File: src/rtl/lane_scroll_ctrl.sv
// Scrolling lane-marker controller: per-frame offset/speed/distance update and registered segment row bounds.
// Latency: state moves on the frame_tick cycle, segment bounds one cycle later; no backpressure (free-running).
module lane_scroll_ctrl #(
  parameter int NUM_LINES    = 6,
  parameter int LINE_LEN     = 64,
  parameter int LINE_PITCH   = 104,
  parameter int ACCEL_FRAMES = 8,
  parameter int C1_START     = 211,
  parameter int C1_END       = 214,
  parameter int C2_START     = 425,
  parameter int C2_END       = 428
) (
  input  logic        clk,
  input  logic        reset_n,
  input  logic [9:0]  pix_row,
  input  logic [9:0]  pix_col,
  input  logic        run,
  input  logic        clear,
  input  logic [2:0]  target_speed,
  output logic [9:0]  line1_r_start,
  output logic [9:0]  line1_r_end,
  output logic [9:0]  line2_r_start,
  output logic [9:0]  line2_r_end,
  output logic [9:0]  line3_r_start,
  output logic [9:0]  line3_r_end,
  output logic [9:0]  line4_r_start,
  output logic [9:0]  line4_r_end,
  output logic [9:0]  line5_r_start,
  output logic [9:0]  line5_r_end,
  output logic [9:0]  line6_r_start,
  output logic [9:0]  line6_r_end,
  output logic [9:0]  line_c1_start,
  output logic [9:0]  line_c1_end,
  output logic [9:0]  line_c2_start,
  output logic [9:0]  line_c2_end,
  output logic [2:0]  speed_act,
  output logic [15:0] distance,
  output logic        frame_tick
);

  localparam int TRACK_LEN = NUM_LINES * LINE_PITCH;
  localparam int VIS_ROWS  = 480;
  localparam int CW        = $clog2(ACCEL_FRAMES + 1);

  typedef enum logic [1:0] {IDLE, RUN, HOLD} state_t;

  state_t        state_q, state_d;
  logic [9:0]    offset_q, offset_d;
  logic [2:0]    speed_q, speed_d;
  logic [15:0]   dist_q, dist_d;
  logic [CW-1:0] cnt_q, cnt_d, cnt_inc;
  logic          row480_q, tick_q, tick_d;
  logic [9:0]    off_sum, off_wrap;
  logic [16:0]   dist_sum;
  logic [15:0]   dist_sat;
  logic [9:0]    seg_s_q [NUM_LINES];
  logic [9:0]    seg_e_q [NUM_LINES];
  logic [9:0]    seg_s_d [NUM_LINES];
  logic [9:0]    seg_e_d [NUM_LINES];
  logic          unused_pix_col;

  assign unused_pix_col = ^pix_col;

  // Start/end rows of segment idx for a given track offset; 1023 marks a fully hidden segment.
  function automatic logic [19:0] seg_calc(input logic [9:0] off, input int idx);
    logic [10:0] s;
    logic [10:0] e;
    s = 11'(off) + 11'(idx * LINE_PITCH);
    if (s >= 11'(TRACK_LEN)) s = s - 11'(TRACK_LEN);
    e = s + 11'(LINE_LEN - 1);
    if (e > 11'(TRACK_LEN - 1))
      return {10'd0, 10'(e - 11'(TRACK_LEN))};
    else if (s < 11'(VIS_ROWS))
      return {s[9:0], (e > 11'(VIS_ROWS - 1)) ? 10'(VIS_ROWS - 1) : e[9:0]};
    else
      return {10'd1023, 10'd1023};
  endfunction

  assign tick_d   = (pix_row == 10'(VIS_ROWS)) && !row480_q;
  assign off_sum  = offset_q + 10'(speed_q);
  assign off_wrap = (off_sum >= 10'(TRACK_LEN)) ? off_sum - 10'(TRACK_LEN) : off_sum;
  assign dist_sum = {1'b0, dist_q} + {14'd0, speed_q};
  assign dist_sat = dist_sum[16] ? 16'hFFFF : dist_sum[15:0];
  assign cnt_inc  = cnt_q + CW'(1);

  always_comb begin
    state_d  = state_q;
    offset_d = offset_q;
    speed_d  = speed_q;
    dist_d   = dist_q;
    cnt_d    = cnt_q;
    if (clear) begin
      state_d  = IDLE;
      offset_d = '0;
      speed_d  = '0;
      dist_d   = '0;
      cnt_d    = '0;
    end else begin
      case (state_q)
        IDLE: if (run) state_d = RUN;
        RUN: begin
          if (!run) begin
            state_d = HOLD;
            speed_d = '0;
            cnt_d   = '0;
          end else if (tick_q) begin
            // Offset and distance advance by the speed held before this tick's ramp step.
            offset_d = off_wrap;
            dist_d   = dist_sat;
            if (cnt_inc == CW'(ACCEL_FRAMES)) begin
              cnt_d = '0;
              if (speed_q < target_speed)      speed_d = speed_q + 3'd1;
              else if (speed_q > target_speed) speed_d = speed_q - 3'd1;
            end else begin
              cnt_d = cnt_inc;
            end
          end
        end
        HOLD: begin
          speed_d = '0;
          cnt_d   = '0;
          if (run) state_d = RUN;
        end
        default: state_d = IDLE;
      endcase
    end
  end

  always_comb begin
    for (int i = 0; i < NUM_LINES; i++) begin
      {seg_s_d[i], seg_e_d[i]} = seg_calc(offset_q, i);
    end
  end

  always_ff @(posedge clk or negedge reset_n) begin
    if (!reset_n) begin
      state_q  <= IDLE;
      offset_q <= '0;
      speed_q  <= '0;
      dist_q   <= '0;
      cnt_q    <= '0;
      row480_q <= 1'b0;
      tick_q   <= 1'b0;
      for (int i = 0; i < NUM_LINES; i++) begin
        {seg_s_q[i], seg_e_q[i]} <= seg_calc(10'd0, i);
      end
    end else begin
      state_q  <= state_d;
      offset_q <= offset_d;
      speed_q  <= speed_d;
      dist_q   <= dist_d;
      cnt_q    <= cnt_d;
      row480_q <= (pix_row == 10'(VIS_ROWS));
      tick_q   <= tick_d;
      for (int i = 0; i < NUM_LINES; i++) begin
        seg_s_q[i] <= seg_s_d[i];
        seg_e_q[i] <= seg_e_d[i];
      end
    end
  end

  assign line1_r_start = seg_s_q[0];
  assign line1_r_end   = seg_e_q[0];
  assign line2_r_start = seg_s_q[1];
  assign line2_r_end   = seg_e_q[1];
  assign line3_r_start = seg_s_q[2];
  assign line3_r_end   = seg_e_q[2];
  assign line4_r_start = seg_s_q[3];
  assign line4_r_end   = seg_e_q[3];
  assign line5_r_start = seg_s_q[4];
  assign line5_r_end   = seg_e_q[4];
  assign line6_r_start = seg_s_q[5];
  assign line6_r_end   = seg_e_q[5];

  assign line_c1_start = 10'(C1_START);
  assign line_c1_end   = 10'(C1_END);
  assign line_c2_start = 10'(C2_START);
  assign line_c2_end   = 10'(C2_END);

  assign speed_act  = speed_q;
  assign distance   = dist_q;
  assign frame_tick = tick_q;

endmodule
File: config.mk
export PLATFORM = sky130hd
export DESIGN_NAME = lane_scroll_ctrl
export DESIGN_NICKNAME = d
export VERILOG_FILES = /design/src/rtl/lane_scroll_ctrl.sv
export SDC_FILE = /design/constraint.sdc
export NUM_CORES = 1
export LEC_CHECK = 0
export ABC_AREA = 1
export CORE_ASPECT_RATIO = 0.8
export CORE_MARGIN = 1.5
export CORE_UTILIZATION = 45
export CTS_CLUSTER_SIZE = 20
export DETAILED_ROUTE_END_ITERATION = 16
export GPL_TIMING_DRIVEN = 0
export PLACE_DENSITY = 0.7
export SYNTH_ARGS = -nofsm -noshare
export SYNTH_HDL_FRONTEND = slang
export SYNTH_SLANG_ARGS = --single-unit
export TNS_END_PERCENT = 1
File: constraint.sdc
create_clock -name clk -period 3.8 [get_ports clk]
set_clock_uncertainty 0.05 [all_clocks]
set_input_delay 0.95 -clock clk [delete_from_list [all_inputs] [get_ports clk]]
set_output_delay 0.95 -clock clk [all_outputs]
set_load 0.03 [all_outputs]
* After elaboration in Yosys (flattened, before gate mapping)
Index checks and enable logic that the tools add are counted.
** Word-level totals
- Bits in registers :: 157
- Bits in latches :: 0
- Bits in writable memories :: 0
- ROM bits :: 0
- Input port bits :: 27
- Output and inout port bits :: 180
- Logic and storage cells :: 146
- Memories kept :: 0
** Cells by class
- Add/sub/neg operators :: 29
- Multiply operators :: 0
- Div/mod/pow operators :: 0
- Order comparisons :: 27
- Equal/unequal tests :: 9
- Shift-type cells :: 0
- Multiplexer cells :: 50
- Bitwise gates (word level) :: 0
- Reductions and logical operators :: 12
** Operator list (count)
- 2-to-1 mux 20 bit :: 12
- 2-to-1 mux 10 bit :: 11
- 2-to-1 mux 16 bit :: 5
- subtractor 10 bit, second input constant :: 7
- adder 11 x 6 -> 11 bit, second input constant :: 6
- > comparator 11 x 10 -> 1 bit, second input constant :: 6
- > comparator 11 x 9 -> 1 bit, second input constant :: 6
- < comparator 11 x 9 -> 1 bit, second input constant :: 6
- 2-to-1 mux 11 bit :: 6
- greater-or-equal comparator 11 x 10 -> 1 bit, second input constant :: 5
- subtractor 11 x 10 -> 11 bit, second input constant :: 5
- adder 10 x 9 -> 11 bit, second input constant :: 2
- greater-or-equal comparator 10 bit, second input constant :: 2
- 2-to-1 mux 3 bit :: 6
- adder 16 x 3 -> 17 bit :: 1
- 2-to-1 mux 4 bit :: 4
- adder 10 x 10 -> 11 bit, second input constant :: 1
- adder 10 x 7 -> 11 bit, second input constant :: 1
- adder 10 x 8 -> 11 bit, second input constant :: 1
- subtractor 10 x 10 -> 11 bit, second input constant :: 1
- adder 10 x 3 -> 10 bit :: 1
- equality test 10 x 9 -> 1 bit, second input constant :: 1
- inequality test 4 bit, second input constant :: 2
- one-hot mux 4 bit (2 select lines) :: 1
- 23 further kinds :: 28

* Logic depth before layout (Yosys ltp)
Gate-level depths: netlist of the first run.
- Word-level depth :: 8
- Depth in mapped cells :: 27
- Depth with buffers taken out :: 26

* Worst setup path after synthesis of the first run
Ideal clock, no wire load.
- Kind :: register to register
- From :: reg speed_q[1], in the netlist speed_act[1]
- To :: reg dist_q[3], in the netlist distance[3]
- Setup time :: 0.083 ns
- Data arrival time :: 3.083 ns
- Data required time :: 3.667 ns
- Slack :: 0.584 ns
- Stages on the path, launching flop included :: 14
- Buffers on the path :: 1
- Clock period less this slack :: 3.216 ns
- Cells stage by stage :: dfrtp_1 > inv_1 > fa_1 > or2_2 > a21oi_1 > nand2_1 > nor2_1 > nand2_1 > inv_1 > nand3_1 > nor4_1 > clkbuf_1 > o21ai_0 > o21ai_0
** Between the ends
- Cells in the longest elaborated chain, start to end :: 6
** RTL lines
- start: declaration :: line 49 : logic [2:0] speed_q, speed_d;
- start signal: assignment :: line 150 : speed_q <= speed_d;
- adder 16 x 3 -> 17 bit :: line 82 : assign dist_sum = {1'b0, dist_q} + {14'd0, speed_q};
- 2-to-1 mux 16 bit :: line 83 : assign dist_sat = dist_sum[16] ? 16'hFFFF : dist_sum[15:0];
- 2-to-1 mux 16 bit :: line 106 : end else if (tick_q) begin
- 2-to-1 mux 16 bit :: line 102 : if (!run) begin
- 2-to-1 mux 16 bit :: line 99 : case (state_q)
- 2-to-1 mux 16 bit :: line 92 : if (clear) begin
- end signal: assignment :: line 151 : dist_q <= dist_d;
- end: declaration :: line 50 : logic [15:0] dist_q, dist_d;
No other way between the ends. The select of a mux whose other input is x is not followed.
A chain may end at the register's enable or synchronous reset.

==> results of run 1 <==
## cell families after synthesis
| family | after synthesis | share of synthesized area [%] |
|---|---|---|
| compound gates | 182 | 9.756 |
| flops | 157 | 35.89 |
| other cells | 2 | 0.06723 |
| xor+xnor | 67 | 6.026 |
| buf+inv | 258 | 10.82 |
| simple gates | 720 | 31.08 |
| fa+ha+maj | 55 | 6.362 |
## state kept, by name (all words and copies together), names as in the netlist
signal,count
line5_r_end,10
line1_r_start,10
line3_r_start,10
line1_r_end,10
speed_act,3
line2_r_start,10
row480_q,1
distance,16
line6_r_end,10
line6_r_start,10
line4_r_start,10
state_q,2
line5_r_start,10
offset_q,10
line4_r_end,10
cnt_q,4
line2_r_end,10
line3_r_end,10
frame_tick,1
## metal layers
| metal | vias up | GRT usage [%] | wire length (um) |
|---|---|---|---|
| met5 | - | 0 | 0 |
| met4 | 0 | 5.698 | 327 |
| met3 | 28 | 4.312 | 1849 |
| met2 | 295 | 34.16 | 12440 |
| met1 | 4647 | 31.38 | 13170 |
| li1 | 4957 | - | - |
## layout by cell type (no fill, tap or decap), types with 15 or more instances in the layout
master | synthesis | routed
a21oi_1 | 53 | 53
a21oi_2 | 28 | 28
buf_4 | 42 | 45
clkbuf_16 | 0 | 19
clkdlybuf4s50_1 | 0 | 155
conb_1 | 2 | 40
dfrtp_1 | 93 | 90
dfstp_2 | 64 | 64
ha_1 | 52 | 50
inv_1 | 148 | 148
inv_2 | 32 | 32
nand2_1 | 349 | 344
nand2_2 | 48 | 53
nand2_4 | 17 | 17
nand3_1 | 108 | 108
nand4_1 | 30 | 30
nor2_1 | 103 | 98
nor2_2 | 11 | 16
o21ai_0 | 56 | 56
o21ai_1 | 16 | 15
xor2_1 | 46 | 45
## power by group through the flow
stage	Sequential [mW]	Combinational (mW)	Clock (mW)
floorplan	1.71	0.106	0
global placement	1.71	0.167	0
detailed placement	1.71	0.174	0
CTS	1.68	0.175	1.81
global route	1.68	0.192	1.89
finish	1.68	0.173	1.78
## final timing paths
check	start	to	slack (ps)	cells after the start
min in group asynchronous	reset_n	line1_r_end[6]	450	1
max	offset_q[0]	line1_r_start[7]	230	22
min reg2reg	row480_q	frame_tick	360	1
max reg2reg	offset_q[0]	line1_r_start[7]	230	22
min	row480_q	frame_tick	360	1
max in group asynchronous	reset_n	line6_r_end[6]	2380	2
## Yosys cell counts (6+ instances only)
| library cell | number |
|---|---|
| o21ai_1 | 16 |
| dfrtp_1 | 93 |
| nor2_1 | 103 |
| or2_2 | 6 |
| nand3_2 | 9 |
| xnor2_1 | 14 |
| buf_4 | 42 |
| clkbuf_1 | 7 |
| o21ai_0 | 56 |
| nand3_1 | 108 |
| ha_1 | 52 |
| clkinv_1 | 11 |
| a21oi_1 | 53 |
| nor3_1 | 13 |
| nor2_4 | 9 |
| a21oi_2 | 28 |
| nand2_2 | 48 |
| nand2_1 | 349 |
| nand2_4 | 17 |
| dfstp_2 | 64 |
| xor2_1 | 46 |
| inv_1 | 148 |
| a31oi_1 | 6 |
| buf_6 | 9 |
| inv_2 | 32 |
| nand4_1 | 30 |
| nand3_4 | 7 |
| nor2_2 | 11 |
| buf_2 | 6 |
| o22ai_1 | 11 |
## repair_timing
item                       CTS  global route
setup endpoints to repair  130           106
pin swaps                    0             1
resized for setup            9            26
hold buffers                 0             0
buffers inserted             0             3
## area by class of cell
cell class | count | area (um2)
repair buffers | 160 | 1613
clock inverters | 11 | 122.6
clock buffers | 21 | 493.0
plain buffers | 64 | 480.5
flip-flops and latches | 157 | 4015
well taps | 318 | 397.9
multi-input cells | 1064 | 6170
inverters | 194 | 753.2
fillers | 2269 | 10330
## metrics by stage
stage,utilization [%],instance area (um2),TNS (ps),instances,power (mW)
finish,57.62,14040,0,1989,3.631
global route,57.62,14040,-29.99,1989,3.765
CTS,57.18,13940,0,1986,3.670
detailed placement,54.57,13300,-89250,1954,1.884
global placement,54.45,13270,-644600,1953,1.877
floorplan,-,11310,0,1479,1.818
==> reports/qor.yml, run 1 <==
status:
  status: "complete, no violations"
routing:
  drt-pass1-iter-count: 7
  detail-route-antenna-nets: 0
  drt_iter0_markers: 617
  via_per_inst: 4.991
  wire_per_inst_um: 13.97
  drc: 0
  routed_wl_um: 27790
  num_vias: 9927
flow_run:
  cap_violations: 0
timing:
  period_share_pct: 93.83
  fin_ws_ps: 234.4
  setup_viol: 0
  hold_violations: 0
  fmax_ghz: 0.2805
  worst_pin_slew_ps: 757.1
  hold_ws_ps: 359.8
  min_period_ps: 3566
  rsz0062_at_grt: "yes"
  final_max_slew_viol_count: 0
  slew-limit-headroom_pct: 49.53
pwr:
  clkPwrFrac_pct: 48.9
  combPwrFrac_pct: 4.8
  internal_power_mw: 2.754
  switching_power_mw: 0.8764
  p_per_area_mw_per_mm2: 258.5
  switching_share_pct: 24.14
  vdd_ir_drop_max_v: 0.0002464
  p_seq_share_pct: 46.3
  p_leak_nw: 6.848
floorplanning:
  die-area_mm2: 0.02578
  rows: 51
  core_area_mm2: 0.02438
  initial_core_util_pct: 45.83
  dieWidth_um: 179.2
  die_y_um: 143.9
  io_pins: 207
synth:
  synth_seq_cells: 157
  syn_area_mm2: 0.01117
  seq_area_frac_synth_pct: 35.89
  yosys-top-cells-area: "dfrtp_1, dfstp_2, nand2_1, ha_1, inv_1"
  synthCells: 1441
  synth_cell_types: 50
  yosysTopAreaCellShare_pct: 20.83
  synth.avg_cell_area_um2: 7.752
  synth_edf_count: 0
  yosys_most_used_dff: "dfrtp_1"
  postSynth.asyncResetShare_pct: 100.0
  yosysTopAreaCell: "dfrtp_1"
  yosysWarnings: 0
critical_path:
  cpPeakStageDelay_ps: 380
  required_ps: 4040
  cp-start-kind: "register"
  path_cells: "clkbuf_4, inv_8, ha_1, nand2_1, nor2_2, nand4_1, nand2_2, inv_2, o21ai_1, inv_1, nand2_1, inv_1, nor2_2, inv_1, ha_1, nand2_1, o21ai_0, nor2_1, nor2_2, nor2_4, buf_4, a21oi_1"
  end_kind: "register"
  crit_slowest_cell: "dfrtp_1"
  worst_ep_arrival_time_ps: 3810
  cp_top_family: "simple AND/OR/NAND/NOR gates"
  worst-path-max-fanout: 10
  crit_buf_inv: 7
  critical_path_class: "register to register"
clocking:
  htreeDepth: 4
  path_clk_slew_ps: 70
  ctsRootBufferMaster: "clkbuf_16"
  clk_latency_ps: 430
  cts_buffer_depth: 2
  cts_tree: "yes"
  numCtsBuffers: 17
  cts.sinks: 157
cells_and_area:
  nNetsFinal: 1740
  syn_to_final_growth_pct: 25.73
  diodes: 0
  drive_above_1_share_pct: 21.72
global_routing:
  gr-usage-all-layers_pct: 22.03
  grt_max_degree: 91
  grt_overflow_total: 0
  antenna_found_initial: 0
  grt_pass1_vias: 9042
  grt_pass1_wl_um: 44970
hold_path:
  hold_class: "register to register"
placed_design:
  dp_worst_setup_slack_ps: -949.5
  gp_congestion: 0.8683
  io_buffer_count: 156
  hpwl_um: 21050
Power figures use the tool's default switching activity.
==> run 2: changes to the inputs <==
--- a/config.mk
+++ b/config.mk
@@ -9,10 +9,11 @@
 export CORE_ASPECT_RATIO = 0.8
 export CORE_MARGIN = 1.5
 export CORE_UTILIZATION = 45
-export CTS_CLUSTER_SIZE = 20
+export CTS_CLUSTER_SIZE = 28
 export DETAILED_ROUTE_END_ITERATION = 16
 export GPL_TIMING_DRIVEN = 0
 export PLACE_DENSITY = 0.7
+export SETUP_SLACK_MARGIN = 0.4
 export SYNTH_ARGS = -nofsm -noshare
 export SYNTH_HDL_FRONTEND = slang
 export SYNTH_SLANG_ARGS = --single-unit
==> reports/qor.yml, run 2 (synthesis gave the netlist of run 1 again) <==
pwr:
  switching_share_pct: 24.32
  internal_power_mw: 2.754
  p_leak_nw: 7.010
  p_per_area_mw_per_mm2: 252.1
  combPwrFrac_pct: 4.7
  vdd_ir_drop_max_v: 0.0002498
  clkPwrFrac_pct: 49.1
  p_seq_share_pct: 46.2
  switching_power_mw: 0.8848
timing:
  worst_pin_slew_ps: 655.4
  slew-limit-headroom_pct: 56.31
  rsz0062_at_grt: "yes"
  setup_tns_ps: 0
  hold_violations: 0
  period_share_pct: 87.84
  final_max_slew_viol_count: 0
  min_period_ps: 3338
  setup_viol: 0
  fmax_ghz: 0.2996
status:
  status: "complete, no violations"
critical_path:
  end_kind: "register"
  cp-start-kind: "register"
  worst_ep_arrival_time_ps: 3580
  critical_path_class: "register to register"
  worst-path-max-fanout: 10
  required_ps: 4050
  r2r_slack_ps: 460
global_routing:
  grt_pass1_vias: 9074
  grt_pass1_wl_um: 45200
  antenna_found_initial: 0
  gr-usage-all-layers_pct: 22.18
  grt_overflow_total: 0
  grt_max_degree: 91
routing:
  via_per_inst: 5.026
  detail-route-antenna-nets: 0
  routed_wl_um: 28470
  num_vias: 10120
  drt-pass1-iter-count: 5
  drt_iter0_markers: 748
  drc: 0
  wire_per_inst_um: 14.14
cells_and_area:
  stdcell_area_mm2: 0.01443
  n_fill_cell: 2224
  largest_reg_flops: 16
  diodes: 0
  drive_above_1_share_pct: 24.96
  seqCellArea_mm2: 0.004015
  stdcell_count: 2013
  multi_input_area_mm2: 0.006331
  syn_to_final_growth_pct: 29.21
  mostFrequentLayoutCells: "nand2_1, clkdlybuf4s50_1, inv_1, nand3_1, nor2_1"
  layout_commonest_cell: "nand2_1"
  nNetsFinal: 1764
floorplanning:
  die-area_mm2: 0.02578
  core_area_mm2: 0.02438
  io_pins: 207
  die_y_um: 143.9
  initial_core_util_pct: 45.83
  rows: 51
  dieWidth_um: 179.2
clocking:
  holdBufCountCts: 0
  ctsRootBufferMaster: "clkbuf_16"
  cts_buffer_depth: 2
  cts.sinks: 157
  path_clk_slew_ps: 60
  numCtsBuffers: 17
  htreeDepth: 4
  cts_tree: "yes"
  clk_latency_ps: 440
placed_design:
  gp_congestion: 0.8683
  dp.cells: 1954
  io_buffer_count: 156
  hpwl_um: 21050
  post_dp_cell_area_mm2: 0.01330
hold_path:
  hold_class: "register to register"
flow_run:
  cap_violations: 0
-- run 2: layer usage --
metal	track usage [%]	up-vias	wire (um)
met5	0	-	0
li1	-	5009	-
met4	5.437	0	313
met1	31.53	4754	13600
met3	4.286	35	1711
met2	34.65	319	12850
-- run 2: path summary, 6_finish.rpt --
kind	cells past startpoint	end	start
max	22	line1_r_start[8]	offset_q[0]
min	1	frame_tick	row480_q
max reg2reg	22	line1_r_start[8]	offset_q[0]
min reg2reg	1	frame_tick	row480_q
max in group asynchronous	2	line6_r_end[6]	reset_n
min in group asynchronous	1	line1_r_end[6]	reset_n
-- run 2: worst max-delay path: stages, from the launching register on --
cell and delay, ps:
dfrtp_1 390, clkbuf_8 200, clkinv_8 120, ha_1 200, nand2_2 130, nor2_4 160, nand4_1 100, nand2_2 150
inv_2 70, o21ai_1 150, inv_1 120, nand2_1 120, inv_1 80, nor2_4 140, inv_2 70, ha_1 190
nand2_1 50, o21ai_0 80, nor2_1 150, nor2_2 80, nor2_4 180, buf_6 160, a21oi_1 60
-- run 2: power by group through the flow --
stage                     Combinational, mW  Clock [mW]  Sequential, mW
final                                 0.173        1.79            1.68
after global routing                  0.192        1.89            1.68
after CTS                             0.175        1.81            1.68
after detailed placement              0.174           0            1.71
after global placement                0.167           0            1.71
after floorplan                       0.106           0            1.71
-- run 2: final cells by class --
type / instances / share of cell area (%)
multi-input cells: 1065 / 43.86
clock inverters: 11 / 0.8495
flip-flops and latches: 157 / 27.82
repair buffers: 183 / 12.37
well taps: 318 / 2.757
plain buffers: 64 / 3.528
clock buffers: 21 / 3.415
inverters: 194 / 5.401
-- run 2: repair_timing --
item                                    in CTS  in global routing
setup buffers                                8                 18
endpoints found under the setup margin     135                135
pin swaps                                    1                 15
cloned                                       0                  1
resized for setup                           25                 71
-- run 2: metrics by stage --
stage / hold slack, ps / power, mW / setup slack, ps / utilization, %
after floorplan: 336.3 / 1.818 / 584.1 / -
after CTS: 364.3 / 3.670 / 333.1 / 57.75
final: 359.8 / 3.639 / 462.1 / 59.21
after global placement: 347.2 / 1.877 / -4364 / 54.45
after global routing: 375.8 / 3.765 / 237.0 / 59.21
after detailed placement: 355.4 / 1.884 / -949.5 / 54.57
==> run 3: changes to the inputs <==
--- a/config.mk
+++ b/config.mk
@@ -8,12 +8,11 @@
 export ABC_AREA = 1
 export CORE_ASPECT_RATIO = 0.8
 export CORE_MARGIN = 1.5
-export CORE_UTILIZATION = 45
+export CORE_UTILIZATION = 54
 export CTS_CLUSTER_SIZE = 28
 export DETAILED_ROUTE_END_ITERATION = 16
 export GPL_TIMING_DRIVEN = 0
-export PLACE_DENSITY = 0.7
-export SETUP_SLACK_MARGIN = 0.4
+export PLACE_DENSITY = 0.82
 export SYNTH_ARGS = -nofsm -noshare
 export SYNTH_HDL_FRONTEND = slang
 export SYNTH_SLANG_ARGS = --single-unit
==> reports/qor.yml, run 3 (synthesis gave the netlist of run 1 again) <==
hold_path:
  min_path_cells: 1
  hold_class: "register to register"
critical_path:
  r2r_cells: 24
  cp-start-kind: "register"
  crit_slowest_cell: "dfrtp_1"
  path_cells: "buf_6, inv_4, ha_1, nand2_1, nand2_2, xor2_4, inv_1, nor2_4, nand2_4, nand3_4, nand2_2, nand2_4, inv_1, nand2_1, nand2_2, inv_1, ha_1, nand2_1, nand3_1, nor2_1, nand3_1, nand2_1, o21ai_4, nand2_1"
  cpPeakStageDelay_ps: 430
  required_ps: 4050
  path_common_cell: "nand2_1"
  end_kind: "register"
  worst-path-max-fanout: 10
  critical_path_class: "register to register"
  worst_ep_arrival_time_ps: 3830
floorplanning:
  die_y_um: 131.6
  dieWidth_um: 163.8
  initial_core_util_pct: 55.77
  core_area_mm2: 0.02003
  die-area_mm2: 0.02156
  io_pins: 207
  rows: 46
clocking:
  ctsRootBufferMaster: "clkbuf_16"
  cts_buffer_depth: 2
  clk_latency_ps: 430
  htreeDepth: 4
  path_clk_slew_ps: 70
  cts_tree: "yes"
  cts.sinks: 157
  numCtsBuffers: 17
  holdBufCountCts: 0
global_routing:
  grt_pass1_wl_um: 46580
  grt_max_degree: 87
  gr-usage-all-layers_pct: 26.64
  grt_overflow_total: 0
  grt_pass1_vias: 9567
  antenna_found_initial: 0
cells_and_area:
  stdcell_area_mm2: 0.01398
  largest_reg_flops: 16
  drive_above_1_share_pct: 21.41
  mostFrequentLayoutCells: "nand2_1, clkdlybuf4s50_1, inv_1, nand3_1, nor2_1"
  post-route-util_pct: 69.79
  syn_to_final_growth_pct: 25.13
  layout_commonest_cell: "nand2_1"
  diodes: 0
  nNetsFinal: 1741
  n_fill_cell: 1560
timing:
  min_period_ps: 3574
  rsz0062_at_grt: "yes"
  worst_pin_slew_ps: 718.1
  period_share_pct: 94.04
  slew-limit-headroom_pct: 52.13
  fmax_ghz: 0.2798
  fin_ws_ps: 226.3
  final_max_slew_viol_count: 0
  setup_viol: 0
  hold_violations: 0
pwr:
  switching_share_pct: 25.34
  vdd_ir_drop_max_v: 0.0002389
  combPwrFrac_pct: 4.7
  clkPwrFrac_pct: 49.1
  p_per_area_mw_per_mm2: 260.1
  p_leak_nw: 6.865
  switching_power_mw: 0.9212
  p_seq_share_pct: 46.2
  internal_power_mw: 2.714
routing:
  via_per_inst: 5.272
  routed_wl_um: 28240
  detail-route-antenna-nets: 0
  num_vias: 10210
  wire_per_inst_um: 14.59
  drt_iter0_markers: 695
  drc: 0
  drt-pass1-iter-count: 7
placed_design:
  dp_worst_setup_slack_ps: -954.3
  gp_congestion: 0.9217
  io_buffer_count: 156
  hpwl_um: 20700
  post_dp_cell_area_mm2: 0.01323
flow_run:
  cap_violations: 0
status:
  status: "complete, no violations"
## run 3: changes by cell type in the layout (fill, tap and decap cells not counted), moves of 5 or more
cell / before / now
inv_1: 143 / 148
nand3_2: 15 / 10
nand2_1: 336 / 347
nor2_1: 90 / 101
nand2_2: 56 / 49
buf_4: 66 / 46
nand3_1: 102 / 107
nor2_2: 21 / 13
## run 3: area by class of cell
class	count	area, um2	share of cell area, %
clock inverter	14	161.4	1.155
timing repair buffer	161	1620	11.59
sequential	157	4013	28.71
buffer	64	483.0	3.455
multi-input combinational	1064	6162	44.08
clock buffer	18	450.4	3.222
inverter	194	758.2	5.424
tap	264	330.3	2.363
## run 3: power groups by stage
| stage | registers, mW | clock network [mW] | logic (mW) |
|---|---|---|---|
| after floorplan | 1.71 | 0 | 0.106 |
| after global placement | 1.71 | 0 | 0.166 |
| after detailed placement | 1.71 | 0 | 0.172 |
| after CTS | 1.68 | 1.80 | 0.173 |
| after global routing | 1.68 | 1.88 | 0.190 |
| final | 1.68 | 1.78 | 0.172 |
## run 3: final timing paths
kind / start / end / slack, ps
worst min register to register: row480_q / frame_tick / 360
worst min-delay path: row480_q / frame_tick / 360
worst max-delay path: offset_q[6] / line2_r_end[3] / 230
worst max register to register: offset_q[6] / line2_r_end[3] / 230
min in group asynchronous: reset_n / line1_r_start[1] / 470
max in group asynchronous: reset_n / line6_r_end[5] / 2370
## run 3: critical path, delay by kind of cell, from the launching register on
family	cells	cell delay, ps
flops	1	430
buf+inv	5	620
fa+ha+maj	2	310
xor+xnor	1	230
simple gates	15	1550
compound gates	1	260
## run 3: timing repair
action	in CTS	in global routing
resized for setup	10	20
setup buffers	0	4
pin swaps	0	3
endpoints found under the setup margin	121	107
## run 3: through the flow
| stage | power [mW] | setup TNS, ps | cells | hold slack [ps] |
|---|---|---|---|---|
| after CTS | 3.655 | 0 | 1932 | 364.8 |
| after floorplan | 1.818 | 0 | 1479 | 336.3 |
| after global placement | 1.875 | -617430 | 1899 | 349.7 |
| final | 3.636 | 0 | 1936 | 359.4 |
| after global routing | 3.752 | -184.9 | 1936 | 383.1 |
| after detailed placement | 1.881 | -89880 | 1900 | 355.6 |
## run 3: routing by layer
layer / vias to the layer above / track usage (%) / share of wire, %
met5: - / 0 / 0
met4: 0 / 7.677 / 2.1
met3: 50 / 4.640 / 7.7
met2: 432 / 42.83 / 46
met1: 4768 / 36.67 / 44
li1: 4956 / - / -
